$ cat src/rtl/divisor_multicanal.sv
// -----------------------------------------------------------------------------
// divisor_multicanal
//
// Purpose
//   N_CH independent programmable clock dividers sharing one clock, one
//   restart pulse and one configuration write port. Each channel counts
//   0..per_act and drives a registered divided clock that is high while
//   the count is below hi_act, plus a one-cycle tick on every period wrap.
//
//   Each channel keeps a shadow (per_sh, hi_sh) pair written by the config
//   port and an active (per_act, hi_act) pair that the counter uses. The
//   active pair only reloads at a wrap, on sync, or while the channel is
//   disabled, so a period in progress is never disturbed by a write.
//
// Ports
//   clk       in   single clock, all logic on the rising edge
//   reset     in   synchronous, active-high; overrides every other input
//   en        in   [N_CH]   per-channel run enable
//   sync      in   one-cycle pulse, restarts all enabled channels in phase
//   cfg_we    in   configuration write strobe, one cycle per write
//   cfg_ch    in   [3]      target channel (values >= N_CH are ignored)
//   cfg_sel   in   0 = period register, 1 = high-time register
//   cfg_data  in   [CNT_W]  value written
//   out_clk   out  [N_CH]   registered divided clock per channel
//   tick      out  [N_CH]   registered one-cycle pulse per period wrap
//
// Config port handshake: cfg_we acts as a valid with an implicit, always
// asserted ready. Every cycle with cfg_we=1 is exactly one accepted write;
// there is no back-pressure and no ready output.
// -----------------------------------------------------------------------------
module divisor_multicanal #(
  parameter int          N_CH    = 2,
  parameter int          CNT_W   = 26,
  parameter int unsigned PER_DEF = 24999999,
  parameter int unsigned HI_DEF  = 12500000
) (
  input  logic             clk,
  input  logic             reset,
  input  logic [N_CH-1:0]  en,
  input  logic             sync,
  input  logic             cfg_we,
  input  logic [2:0]       cfg_ch,
  input  logic             cfg_sel,
  input  logic [CNT_W-1:0] cfg_data,
  output logic [N_CH-1:0]  out_clk,
  output logic [N_CH-1:0]  tick
);

  localparam logic [CNT_W-1:0] PER_RST = CNT_W'(PER_DEF);
  localparam logic [CNT_W-1:0] HI_RST  = CNT_W'(HI_DEF);

  for (genvar i = 0; i < N_CH; i++) begin : g_ch
    logic [CNT_W-1:0] cnt;
    logic [CNT_W-1:0] per_sh;
    logic [CNT_W-1:0] hi_sh;
    logic [CNT_W-1:0] per_act;
    logic [CNT_W-1:0] hi_act;
    logic             out_r;
    logic             tick_r;
    logic             wr_hit;
    logic             at_wrap;

    // cfg_ch is compared on all three bits, so channel numbers >= N_CH
    // simply never match any channel.
    assign wr_hit  = cfg_we && (cfg_ch == 3'(i));
    assign at_wrap = (cnt == per_act);

    always_ff @(posedge clk) begin
      if (reset) begin
        cnt     <= '0;
        per_sh  <= PER_RST;
        hi_sh   <= HI_RST;
        per_act <= PER_RST;
        hi_act  <= HI_RST;
        out_r   <= 1'b0;
        tick_r  <= 1'b0;
      end else begin
        // Shadow write. The active reloads below read the register's
        // current (pre-write) value, so a write landing on a wrap or sync
        // cycle only takes effect at the following wrap.
        if (wr_hit) begin
          if (cfg_sel) hi_sh  <= cfg_data;
          else         per_sh <= cfg_data;
        end

        if (!en[i]) begin
          cnt     <= '0;
          per_act <= per_sh;
          hi_act  <= hi_sh;
          out_r   <= 1'b0;
          tick_r  <= 1'b0;
        end else begin
          // Compare uses this cycle's count and high time; the flop gives
          // one clock of latency and a glitch-free output.
          out_r <= (cnt < hi_act);
          if (sync) begin
            // sync wins over a coincident wrap: restart without a tick.
            cnt     <= '0;
            per_act <= per_sh;
            hi_act  <= hi_sh;
            tick_r  <= 1'b0;
          end else if (at_wrap) begin
            cnt     <= '0;
            per_act <= per_sh;
            hi_act  <= hi_sh;
            tick_r  <= 1'b1;
          end else begin
            cnt    <= cnt + CNT_W'(1);
            tick_r <= 1'b0;
          end
        end
      end
    end

    assign out_clk[i] = out_r;
    assign tick[i]    = tick_r;
  end

endmodule

$ cat config.mk
export PLATFORM = sky130hd
export DESIGN_NAME = divisor_multicanal
export DESIGN_NICKNAME = d
export VERILOG_FILES = /design/src/rtl/divisor_multicanal.sv
export SDC_FILE = /design/constraint.sdc
export NUM_CORES = 1
export LEC_CHECK = 0
export BUFFER_PORTS_ARGS = -buffer_cell sky130_fd_sc_hd__buf_2
export CAP_MARGIN = 15
export CORE_MARGIN = 1
export CORE_UTILIZATION = 56
export DETAILED_ROUTE_END_ITERATION = 8
export PLACE_DENSITY = 0.75
export SYNTH_ARGS = -nofsm -noshare
export SYNTH_HDL_FRONTEND = slang
export SYNTH_SLANG_ARGS = --single-unit
$ cat constraint.sdc
create_clock -name clk -period 2.1 [get_ports clk]
set_input_delay 0.42 -clock clk [delete_from_list [all_inputs] [get_ports clk]]
set_output_delay 0.42 -clock clk [all_outputs]
set_load 0.005 [all_outputs]
# After elaboration in Yosys (flattened, before gate mapping)
# Cells that the tools add are included.
[classes] addsub=2 n_mul=0 n_div=0 magnitude_cmp=2 eq_ne=5 n_shift=0 mux=14 bitwise_logic=3 n_reduce_logical=13
[ops] cell="26-bit 2-to-1 mux" n=12
[ops] cell="26-bit by 1-bit adder with 26-bit output, second input constant" n=2
[ops] cell="26-bit equality test" n=2
[ops] cell="26-bit less-than comparator" n=2
[ops] cell="2-bit AND reduction" n=4
[ops] cell="4-bit OR reduction" n=2
[ops] cell="3-bit by 1-bit != test with 1-bit output, second input constant" n=2
[ops] cell="3-bit OR reduction" n=2
[ops] cell="2-bit OR reduction" n=2
[ops] cell="3-bit by 1-bit equality test with 1-bit output, second input constant" n=1
[ops] cell="3-bit logical NOT" n=1
[ops] cell="1-bit NOT" n=3
[ops] cell="1-bit logical AND" n=2
[ops] cell="1-bit 2-to-1 mux" n=2
[word_totals] reg_bits=264 latchBits=0 ramBits=0 rom_bits=0 input_bits=36 out_inout_bits=4 n_memories=0

# Longest topological paths before layout
[logic_depth] depth_word=4 mapped_depth=8 depth_no_buf=8

# Worst setup path after synthesis
# OpenSTA, ideal clock, no wires.
[synth_path] path_kind="reg2reg" startpoint="reg g_ch[0].cnt[17]" endpoint="reg g_ch[0].hi_act[19]" arrival_time_ps=1920 path_slack_ps=61 path_stages_with_launch=9 synth_period_minus_slack_ps=2039 path_cell_list="dfxtp_1 clkbuf_1 xor2_1 nor4_1 nand2_1 o311ai_4 buf_2 nor2_1 a211o_1"
[synth_via] elab_chain_cells=2
[synth_rtl] element="from (decl)" line="53" text="logic [CNT_W-1:0] cnt;"
[synth_rtl] element="from (signal assigned)" line="108" text="cnt <= cnt + CNT_W'(1);"
[synth_rtl] element="26-bit equality test" line="66" text="assign at_wrap = (cnt == per_act);"
[synth_rtl] element="3-bit by 1-bit != test with 1-bit output (no source line)"
[synth_rtl] element="to (signal assigned)" line="89" text="hi_act <= hi_sh;"
[synth_rtl] element="to (signal assigned)" line="100" text="hi_act <= hi_sh;"
[synth_rtl] element="to (signal assigned)" line="105" text="hi_act <= hi_sh;"
[synth_rtl] element="to (decl)" line="57" text="logic [CNT_W-1:0] hi_act;"
# No other way between the ends.
# A chain may end at the register's enable or synchronous reset.

# Final worst setup path
[layout_path] startpoint="reg g_ch[1].per_act[17]" endpoint="reg g_ch[1].per_act[19]"
[layout_via] elab_chain_cells=2
[layout_rtl] element="from (decl)" line="56" text="logic [CNT_W-1:0] per_act;"
[layout_rtl] element="from (signal assigned)" line="88" text="per_act <= per_sh;"
[layout_rtl] element="from (signal assigned)" line="99" text="per_act <= per_sh;"
[layout_rtl] element="from (signal assigned)" line="104" text="per_act <= per_sh;"
[layout_rtl] element="26-bit equality test" line="66"
[layout_rtl] element="3-bit by 1-bit != test with 1-bit output (no source line)"
# No other way between the ends.

==> reports/metrics.cfg <==
[global_route]
track_usage = 0.265
grt.overflow.total = 0
grt_max_degree = 71
grt_pass1_vias = 8981
grt_first_pass_wirelength_mm = 45.5
antenna_found_initial = 4

[logic_synthesis]
synthXorXnorAreaFrac = 0.0760
yosys-top-cells-count = dfxtp_1 (264), nand2_1 (224), nor2_1 (121)
synth_cells = 1336
async_flop_share = 0
synth_top_family_by_area = simple AND/OR/NAND/NOR gates
yosysWarningCount = 0
muxShareOfSynthArea = 0.0399
ys_ff_latch = 264
syn_avg_cell_area_um2 = 8.63
synth_area_um2 = 11500
synth.largest_area_cell = dfxtp_1
synthAdderAreaFrac = 0.0564
synth_simple_gate_area_frac = 0.239
synth_compound_area_frac = 0.0821
synth_top_cell_area_share = 0.458
syn-num-nets = 1424
synth.area.top_cells = dfxtp_1 (46%), nand2_1 (7.3%), xor2_1 (5.7%)
synth_most_common_cell = dfxtp_1
synth-main-ff-cell = dfxtp_1
synth_edf_count = 0
ys_seq_area_frac = 0.458
ys_types = 39

[critical_path]
path_max_fanout = 8
critical_path_arrival_ns = 2.69
crit_required_ns = 2.56
slowest_stage = nor4_1
crit_top_cell = buf_12
crit_type = reg -> reg
crit_path_max_incr_delay_ns = 0.38
critPathTopFamily = buffers and inverters
start_kind = flop
startpoint = g_ch[1].per_act[17]$_SDFFE_PP0P_
cp-end-kind = flop
crit_chain = xor2_1 -> nor4_1 -> buf_4 -> nand3_2 -> o211ai_4 -> buf_12 -> buf_12 -> buf_12 -> nor3_2 -> a21oi_1
critPathBufInv = 4
rr_startpoint = g_ch[1].per_act[17]$_SDFFE_PP0P_

[route]
dr.pass1.iters = 5
ant_nets = 0
totalWireLength_mm = 30.1
drt-wirelength-per-cell_um = 17.6
drtIter0Drc = 597
drc = 0
via_count = 9659
avgViaCountPerCell = 5.63

[sta]
fin_tns_setup_ns = -8.78
final_max_slew_viol_count = 0
fmax_mhz = 448
min_period_ns = 2.23
setup_violations = 142
setup_ws_ns = -0.134
finalHoldViolations = 0
finClkSkew_ns = 0.0193
rsz0062_at_grt = yes
relSlewSlack = 0.680
period_share = 1.06
worstMarginPinSlew_ns = 0.479

[die]
rows = 52
die_w_um = 145
core_area_um2 = 20200
dieArea_um2 = 21200
num_io_pins = 40
die_h_um = 145
initial_core_util = 0.570

[run]
maxCapViolCount = 0

[clock_tree]
root_buffer = clkbuf_16
numCtsBuffers = 27
path_clk_slew_ns = 0.06
htreeDepth = 1
cts_tree = done
cts.path.max_buffers = 3
clk_latency_ns = 0.53
ctsHoldBuffers = 0
numClockSinks = 264

[run_status]
violations = negative setup slack
status = complete, but fails checks

[place]
port_buffers = 39
hpwlAfterDp_mm = 19.5
place_ws_ns = -0.0312
gp_congestion = 0.877

[power]
totalPowerFinal_mw = 10.4
leakage_nw = 6.15
power_density_nw_per_um2 = 737
max-vdd-ir-drop_mv = 0.697

[cells_and_area]
fillers = 1524
drive_gt1_frac = 0.174
fin_util = 0.699
area_growth_pct = 22.6
final_nets = 1516

[min_path]
hp-class = in -> reg
min_from = cfg_data[3]

-- routing by layer --
metal,track usage,up-vias,share of wire
met5,0,-,0.00090
met4,0.0632,4,0.021
met3,0.0411,46,0.065
met2,0.447,298,0.48
met1,0.356,4616,0.43
li1,-,4695,-
-- through the flow --
step	instance area, µm²	cells	hold WS [ns]
finish	14100	1716	0.161
global route	14100	1714	0.162
CTS	13400	1697	0.148
detailed placement	12400	1647	0.449
global placement	12400	1647	0.444
floorplan	11500	1336	0.435
-- final cells by class --
type / instances / area, µm² / area share
inverters: 57 / 214 / 0.0151
well taps: 270 / 338 / 0.0239
clock inverters: 6 / 80.1 / 0.00566
repair buffers: 145 / 1400 / 0.0989
multi-input cells: 933 / 6040 / 0.427
clock buffers: 39 / 761 / 0.0538
diodes: 2 / 5.00 / 0.000354
flip-flops and latches: 264 / 5300 / 0.375
-- report_power, final --
part / internal, mW / switching (mW) / leakage [nW]
sequential: 5.08 / 0.0421 / 2.14
combinational: 0.286 / 0.387 / 3.60
clock: 2.73 / 1.90 / 0.415
-- registers in the layout, indices dropped and copies added, names as in the netlist --
| name | count |
|---|---|
| g_ch.per_sh | 52 |
| g_ch.hi_sh | 52 |
| g_ch.per_act | 52 |
| g_ch.hi_act | 52 |
| g_ch.tick_r | 2 |
| g_ch.out_r | 2 |
| g_ch.cnt | 52 |
-- final timing paths --
kind | to | slack [ns] | cells after the start
hold reg to reg | g_ch[0].per_sh[7]$_SDFFE_PP0P_ | 0.46 | 2
setup reg to reg | g_ch[1].per_act[19]$_SDFFE_PP1P_ | -0.13 | 10
setup / recovery | g_ch[1].per_act[19]$_SDFFE_PP1P_ | -0.13 | 10
hold / removal | g_ch[1].hi_sh[3]$_SDFFE_PP0P_ | 0.16 | 3
-- cell usage in the layout (no fill, tap or decap), drive strengths merged, types with 2 or more instances in the layout --
| cell | netlist | final |
|---|---|---|
| and3 | 8 | 8 |
| inv | 57 | 57 |
| xor2 | 75 | 75 |
| a2bb2oi | 2 | 2 |
| a221o | 2 | 2 |
| nor4 | 15 | 15 |
| ha | 52 | 52 |
| dfxtp | 264 | 264 |
| clkbuf | 61 | 49 |
| nor3b | 2 | 2 |
| xnor2 | 25 | 25 |
| buf | 21 | 134 |
| and2 | 2 | 2 |
| o21a | 2 | 2 |
| nand3b | 59 | 59 |
| mux2i | 46 | 46 |
| a41oi | 2 | 2 |
| nor2 | 121 | 121 |
| nand2 | 224 | 224 |
| nand2b | 4 | 4 |
| diode | 0 | 2 |
| a21o | 14 | 14 |
| bufinv | 0 | 2 |
| a21oi | 94 | 94 |
| nand3 | 22 | 22 |
| nor3 | 92 | 92 |
| nand4 | 24 | 24 |
| o211ai | 3 | 3 |
| o21ai | 4 | 4 |
| clkinv | 0 | 4 |
| and4 | 5 | 5 |
| o311ai | 3 | 3 |
| a211o | 24 | 24 |
| nor2b | 3 | 3 |
-- logic make-up after synthesis --
kind of cell	after synthesis
AO/OA/AOI/OAI	150
multiplexers	46
XOR/XNOR	100
adder cells (fa/ha/maj)	52
AND/OR/NAND/NOR	585
buffers and inverters	139
flip-flops	264
-- what timing repair did --
| action | CTS | global route |
|---|---|---|
| endpoints found under the hold margin | 0 | 0 |
| gates cloned | 2 | 9 |
| setup endpoints to repair | 102 | 155 |
| gates resized for setup | 10 | 104 |
| setup buffers | 3 | 8 |
| pin swaps | 4 | 33 |
-- worst reg2reg max path: stages (launching register included) --
cell,delay [ns]
dfxtp_1,0.33
xor2_1,0.16
nor4_1,0.38
buf_4,0.20
nand3_2,0.12
o211ai_4,0.27
buf_12,0.19
buf_12,0.16
buf_12,0.15
nor3_2,0.05
a21oi_1,0.14
No activity file was read; power rests on OpenSTA's default activity.
